## config.mk

```make
export PLATFORM = sky130hd
export DESIGN_NAME = mips_timer
export DESIGN_NICKNAME = d
export VERILOG_FILES = /design/src/rtl/mips_timer_pkg.sv /design/src/rtl/mips_timer_prescale.sv /design/src/rtl/mips_timer.sv
export SDC_FILE = /design/constraint.sdc
export NUM_CORES = 1
export LEC_CHECK = 0
export CELL_PAD_IN_SITES_DETAIL_PLACEMENT = 1
export CELL_PAD_IN_SITES_GLOBAL_PLACEMENT = 1
export CORE_ASPECT_RATIO = 0.75
export CORE_UTILIZATION = 41
export CTS_BUF_LIST = sky130_fd_sc_hd__clkbuf_4 sky130_fd_sc_hd__clkbuf_8
export DETAILED_ROUTE_END_ITERATION = 8
export GPL_TIMING_DRIVEN = 0
export MAX_ROUTING_LAYER = met4
export PLACE_DENSITY_LB_ADDON = 0.1
export RECOVER_POWER = 50
export SLEW_MARGIN = 10
export SYNTH_ARGS = -nofsm -noshare
export SYNTH_HDL_FRONTEND = slang
export SYNTH_HIERARCHICAL = 1
export SYNTH_SLANG_ARGS = --single-unit
```

## constraint.sdc

```tcl
create_clock -name clk -period 4.7 [get_ports clk]
set_clock_uncertainty 0.2 [all_clocks]
set_input_delay 0.94 -clock clk [delete_from_list [all_inputs] [get_ports clk]]
set_output_delay 0.94 -clock clk [all_outputs]
set_load 0.05 [all_outputs]
```

## src/rtl/mips_timer_pkg.sv

```systemverilog
// Shared register map, CTRL bit positions and FSM encodings for the
// memory-mapped MIPS timer.
package mips_timer_pkg;

   // Word offsets within the window, decoded from memaddr[4:2]
   localparam logic [2:0] TMR_CTRL     = 3'd0;
   localparam logic [2:0] TMR_COUNT    = 3'd1;
   localparam logic [2:0] TMR_COMPARE  = 3'd2;
   localparam logic [2:0] TMR_STATUS   = 3'd3;
   localparam logic [2:0] TMR_PRESCALE = 3'd4;
   localparam logic [2:0] TMR_STATE    = 3'd5;

   localparam int CTRL_EN = 0;
   localparam int CTRL_AR = 1;
   localparam int CTRL_IE = 2;

   typedef enum logic [1:0] {
      TMR_STOP = 2'b00,
      TMR_RUN  = 2'b01,
      TMR_HALT = 2'b10
   } tmr_state_t;

endpackage

```

## src/rtl/mips_timer_prescale.sv

```systemverilog
// 8-bit prescaler: pulses tick once every limit+1 cycles while run is high.
module mips_timer_prescale (
   input  logic       clk,
   input  logic       reset,
   input  logic       run,
   input  logic       clr,
   input  logic [7:0] limit,
   output logic       tick
);

   logic [7:0] pcnt;

   assign tick = run && (pcnt == limit);

   always_ff @(posedge clk) begin
      if (reset || clr || !run)
         pcnt <= 8'd0;
      else if (pcnt == limit)
         pcnt <= 8'd0;
      else
         pcnt <= pcnt + 8'd1;
   end

endmodule

```

## src/rtl/mips_timer.sv

```systemverilog
// Memory-mapped 32-bit timer on the MIPS data port.
// Define MIPS_TIMER_IRQ_EN to implement CTRL.ie and the level interrupt.
module mips_timer
   import mips_timer_pkg::*;
#(
   parameter logic [31:0] BASE = 32'hFFFF_0000
) (
   input  logic        clk,
   input  logic        reset,
   input  logic        memwrite,
   input  logic [31:0] memaddr,
   input  logic [31:0] memwritedata,
   output logic [31:0] memreaddata,
   output logic        sel,
   output logic        irq
);

   logic [2:0]  off;
   logic        wr_ctrl, wr_count, wr_compare, wr_status, wr_prescale;
   logic        ctrl_en, ctrl_ar, ctrl_ie_rd;
   logic [31:0] count, compare;
   logic        status_match;
   logic [7:0]  prescale;
   logic        tick, match;
   logic        unused_addr;
   tmr_state_t  state, next_state;

   assign unused_addr = ^memaddr[1:0];
   assign off         = memaddr[4:2];
   assign sel         = (memaddr[31:5] == BASE[31:5]);
   assign wr_ctrl     = memwrite && sel && (off == TMR_CTRL);
   assign wr_count    = memwrite && sel && (off == TMR_COUNT);
   assign wr_compare  = memwrite && sel && (off == TMR_COMPARE);
   assign wr_status   = memwrite && sel && (off == TMR_STATUS);
   assign wr_prescale = memwrite && sel && (off == TMR_PRESCALE);

   assign match = tick && ((count + 32'd1) == compare);

   mips_timer_prescale u_prescale (
      .clk   (clk),
      .reset (reset),
      .run   (state == TMR_RUN),
      .clr   (wr_ctrl),
      .limit (prescale),
      .tick  (tick)
   );

`ifdef MIPS_TIMER_IRQ_EN
   logic ctrl_ie;
   assign ctrl_ie_rd = ctrl_ie;
   assign irq        = status_match & ctrl_ie;
`else
   assign ctrl_ie_rd = 1'b0;
   assign irq        = 1'b0;
`endif

   always_ff @(posedge clk) begin
      if (reset)
         state <= TMR_STOP;
      else
         state <= next_state;
   end

   // A CPU CTRL write always decides the next state, even on a one-shot match edge
   always_comb begin
      next_state = state;
      case (state)
         TMR_STOP: if (wr_ctrl && memwritedata[CTRL_EN]) next_state = TMR_RUN;
         TMR_RUN: begin
            if (wr_ctrl)
               next_state = memwritedata[CTRL_EN] ? TMR_RUN : TMR_STOP;
            else if (match && !ctrl_ar)
               next_state = TMR_HALT;
         end
         TMR_HALT: if (wr_ctrl) next_state = memwritedata[CTRL_EN] ? TMR_RUN : TMR_STOP;
         default: next_state = TMR_STOP;
      endcase
   end

   always_ff @(posedge clk) begin
      if (reset) begin
         ctrl_en      <= 1'b0;
         ctrl_ar      <= 1'b0;
`ifdef MIPS_TIMER_IRQ_EN
         ctrl_ie      <= 1'b0;
`endif
         count        <= 32'd0;
         compare      <= 32'hFFFF_FFFF;
         status_match <= 1'b0;
         prescale     <= 8'd0;
      end else begin
         if (wr_ctrl) begin
            ctrl_en <= memwritedata[CTRL_EN];
            ctrl_ar <= memwritedata[CTRL_AR];
`ifdef MIPS_TIMER_IRQ_EN
            ctrl_ie <= memwritedata[CTRL_IE];
`endif
         end else if (match && !ctrl_ar) begin
            ctrl_en <= 1'b0;
         end

         // A one-shot match parks COUNT on COMPARE; autoreload restarts from 0
         if (wr_count)
            count <= memwritedata;
         else if (match)
            count <= ctrl_ar ? 32'd0 : compare;
         else if (tick)
            count <= count + 32'd1;

         if (wr_compare)
            compare <= memwritedata;

         if (match)
            status_match <= 1'b1;
         else if (wr_status && memwritedata[0])
            status_match <= 1'b0;

         if (wr_prescale)
            prescale <= memwritedata[7:0];
      end
   end

   always_comb begin
      memreaddata = 32'd0;
      if (sel) begin
         case (off)
            TMR_CTRL:     memreaddata = {29'd0, ctrl_ie_rd, ctrl_ar, ctrl_en};
            TMR_COUNT:    memreaddata = count;
            TMR_COMPARE:  memreaddata = compare;
            TMR_STATUS:   memreaddata = {31'd0, status_match};
            TMR_PRESCALE: memreaddata = {24'd0, prescale};
            TMR_STATE:    memreaddata = {30'd0, state};
            default:      memreaddata = 32'd0;
         endcase
      end
   end

endmodule
```

==> results.tsv <==
metric	value	unit
status	completed	
Power Dens Cells	199	nW/µm²
Synth area leaders	dfxtp_1, mux2i_1, nor2_1	
PortBufs	95	
xor/xnor share of the synthesized area	0.0860	
min-delay worst type	register to register	
gr ovfl total	0	
post-synthesis sequential area ratio	0.269	
CTS Hold Bufs	0	
ys async rst share	0	
Critical-path top delay cell	nor4_4	
critical-path cell list	clkdlybuf4s50_1 -> nand4_1 -> nor4_1 -> nand4_1 -> nor4_4 -> nand2_1 -> buf_2 -> nor2_1 -> clkdlybuf4s18_2	
Initial Util	0.429	
largest family of logic cells by synthesized area	simple AND/OR/NAND/NOR gates	
largest area contributor in the netlist	dfxtp_1	
dpl hpwl	21700	µm
synthesized area per cell	7.66	µm²
area fraction of the dominant cell type after synthesis	0.269	
CP max FO	10	
Clock Latency Late Sink	0.39	ns
Final Max Slew Viols	0	
slowest stage delay, CP	0.49	ns
worst setup path startpoint	memaddr[28]	
clk sinks	85	
maxcap violations	0	
initial antenna violation count	0	
Die Y-Extent	110	µm
Post-Synth Adder-Cell Area	0.00396	
Yosys warnings	6	
cell count after synthesis	825	
Die ar.	15900	µm²
Worst Tran Pin Value	1.30	ns
Place WS	-0.704	ns
First-pass DRT Iterations	5	
CTS root buf	clkbuf_8	
Layout Nets	1003	
# IOs	101	
num rows	38	
Post-Syn Area	6320	µm²
Clock transition at path regs	0.11	ns
Max-slew headroom	0.123	
gp weighted congestion	1.01	
CTS tree	built	
core area	14700	µm²
critical path type	primary input to primary output	
Synth Flop Type	dfxtp_1	
drt total wl	30000	µm
CP required	3.56	ns
CTS Buf Count	9	
Final min period	4.63	ns
Iter 0 DRT Violations	821	
setup slack after layout	0.0737	ns
Worst EP arrival	3.49	ns
vias	7554	
origin of the worst min-delay path	u_prescale/pcnt[0]$_SDFF_PP0_	
H-tree levels	3	
# diodes	0	
LEAKAGE	2.63	nW
final worst-path cycle share	0.984	
total track usage	0.390	
endpoints failing hold	0	
wire per inst	26.3	µm
Antenna Nets Post-Route	0	
Yosys reg bits	85	
Die Span X	145	µm
Synth Area in Compound Gates	0.235	
final setup fails	0	
layout cell share with drive strength beyond 1	0.113	
largest net degree at the start of global routing	16	
simple-gate share of the synthesized area	0.252	
global-route wire length before repair	45000	µm
post-synthesis mux area share	0.0792	
synth-to-layout area growth	22.7	%
Cell variety after synth	67	
Post-Synthesis Net Count	894	
number of synthesized flops with an enable pin	0	
vias in the first global route	7435	
Critical Path Source Type	primary input	
VDD IR-drop max	0.000151	V
CTS max path bufs	2	
Min Hold Slack	0.291	ns
Worst setup EP type	primary output	
drc violations	0	
CP most frequent cell	nand4_1	
reg2reg start	count[0]$_SDFFE_PP0P_	
vias per cell	6.63	
fmax	216	MHz
synth_stat cells (all sizes together) (2+ instances only):
library cell	number
nor2	88
dfxtp	85
nand2	67
clkbuf	49
a31oi	47
mux2i	44
o21ai	40
xnor2	37
buf	35
a22oi	34
nand3	33
a21oi	32
nand4	20
inv	19
xor2	19
and3	18
nor2b	14
nor3	14
and4	13
nor4	12
a221oi	9
or3	9
a311oi	7
or4	6
a32oi	5
a41oi	5
and2	5
mux2	5
o2111ai	5
o211ai	5
o22ai	5
o41ai	4
nand2b	3
nand4b	3
o31ai	3
a21o	2
ha	2
nor3b	2
o211a	2
o311a	2
o311ai	2
xnor3	2
critical path, delay by kind of cell:
kind	cells	cell delay, ns
buffers and inverters	3	1.12
AND/OR/NAND/NOR	6	1.42
registers in the layout, indices dropped and copies added, names as in the netlist:
name             flops
prescale             8
u_prescale/pcnt      8
state                2
ctrl_en              1
compare             32
ctrl_ar              1
count               32
status_match         1
cell type report:
type	count	area [µm²]
sequential	85	1700
fill	1845	6990
buffer	84	407
tap	200	250
clock inverter	6	92.6
multi-input combinational	637	4170
timing repair buffer	98	927
clock buffer	10	138
inverter	19	71.3
layer usage:
layer / vias to the layer above / share of wire / global-route usage
met5: - / 0 / -
met4: 0 / 0.031 / 0.153
met3: 72 / 0.10 / 0.0813
met2: 453 / 0.44 / 0.592
met1: 3758 / 0.43 / 0.508
li1: 3271 / - / -
through the flow:
stage	setup TNS (ns)	area, µm²	util	total power [W]	instances
after global routing	-0.947	7750	0.526	0.00158	1139
final	0	7750	0.526	0.00154	1139
after floorplan	0	6330	-	0.000820	825
after global placement	-11.12	7530	0.511	0.000905	1120
after detailed placement	-15.84	7530	0.511	0.000912	1120
after CTS	0	7780	0.528	0.00154	1136
final timing paths:
kind	endpoint	slack, ns	cells after the start
max	memreaddata[1]	0.07	9
min	u_prescale/pcnt[0]$_SDFF_PP0_	0.29	1
max reg2reg	count[31]$_SDFFE_PP0P_	0.17	12
min reg2reg	u_prescale/pcnt[0]$_SDFF_PP0_	0.29	1
power by group:
part	internal [W]	total, W	leakage [nW]	switching (W)
clock network	0.000318	0.000640	0.110	0.000322
registers	0.000726	0.000732	0.687	0.00000573
logic	0.0000799	0.000169	1.83	0.0000895
cell usage in the layout, fill, tap and decap left out, types with 5 or more instances in the layout:
master / instances
nand4_1: 16
xor2_1: 19
nor3_1: 12
a41oi_1: 5
o2111ai_1: 5
nor2_1: 88
a32oi_1: 5
clkdlybuf4s18_2: 6
dfxtp_1: 85
a221oi_1: 9
inv_1: 19
clkbuf_1: 42
xnor2_1: 36
buf_2: 22
clkbuf_2: 15
clkdlybuf4s50_1: 64
nor4_1: 10
buf_4: 15
nand3_1: 33
a21oi_1: 32
mux2i_1: 44
and2_1: 5
nand2_1: 67
clkbuf_8: 10
a22oi_1: 34
or3_1: 9
nor2b_1: 14
o22ai_1: 5
and3_1: 18
a31oi_1: 47
o21ai_0: 39
a311oi_1: 7
or4_1: 5
and4_1: 13
clkdlybuf4s15_2: 12
cell families (layout without fill, tap and decap cells):
logic type / after synthesis / count (layout)
XOR/XNOR: 58 / 58
flip-flops: 85 / 85
buffers and inverters: 103 / 217
adder cells (fa/ha/maj): 2 / 2
AND/OR/NAND/NOR: 309 / 309
other: 1 / 1
multiplexers: 49 / 49
AO/OA/AOI/OAI: 218 / 218
repair_timing:
item	4_1_cts	5_1_grt
buffers inserted	0	3
pin swaps	0	1
resized for setup	75	39
setup endpoints to repair	31	40
Note: power is estimated with default switching activity, not from simulation.
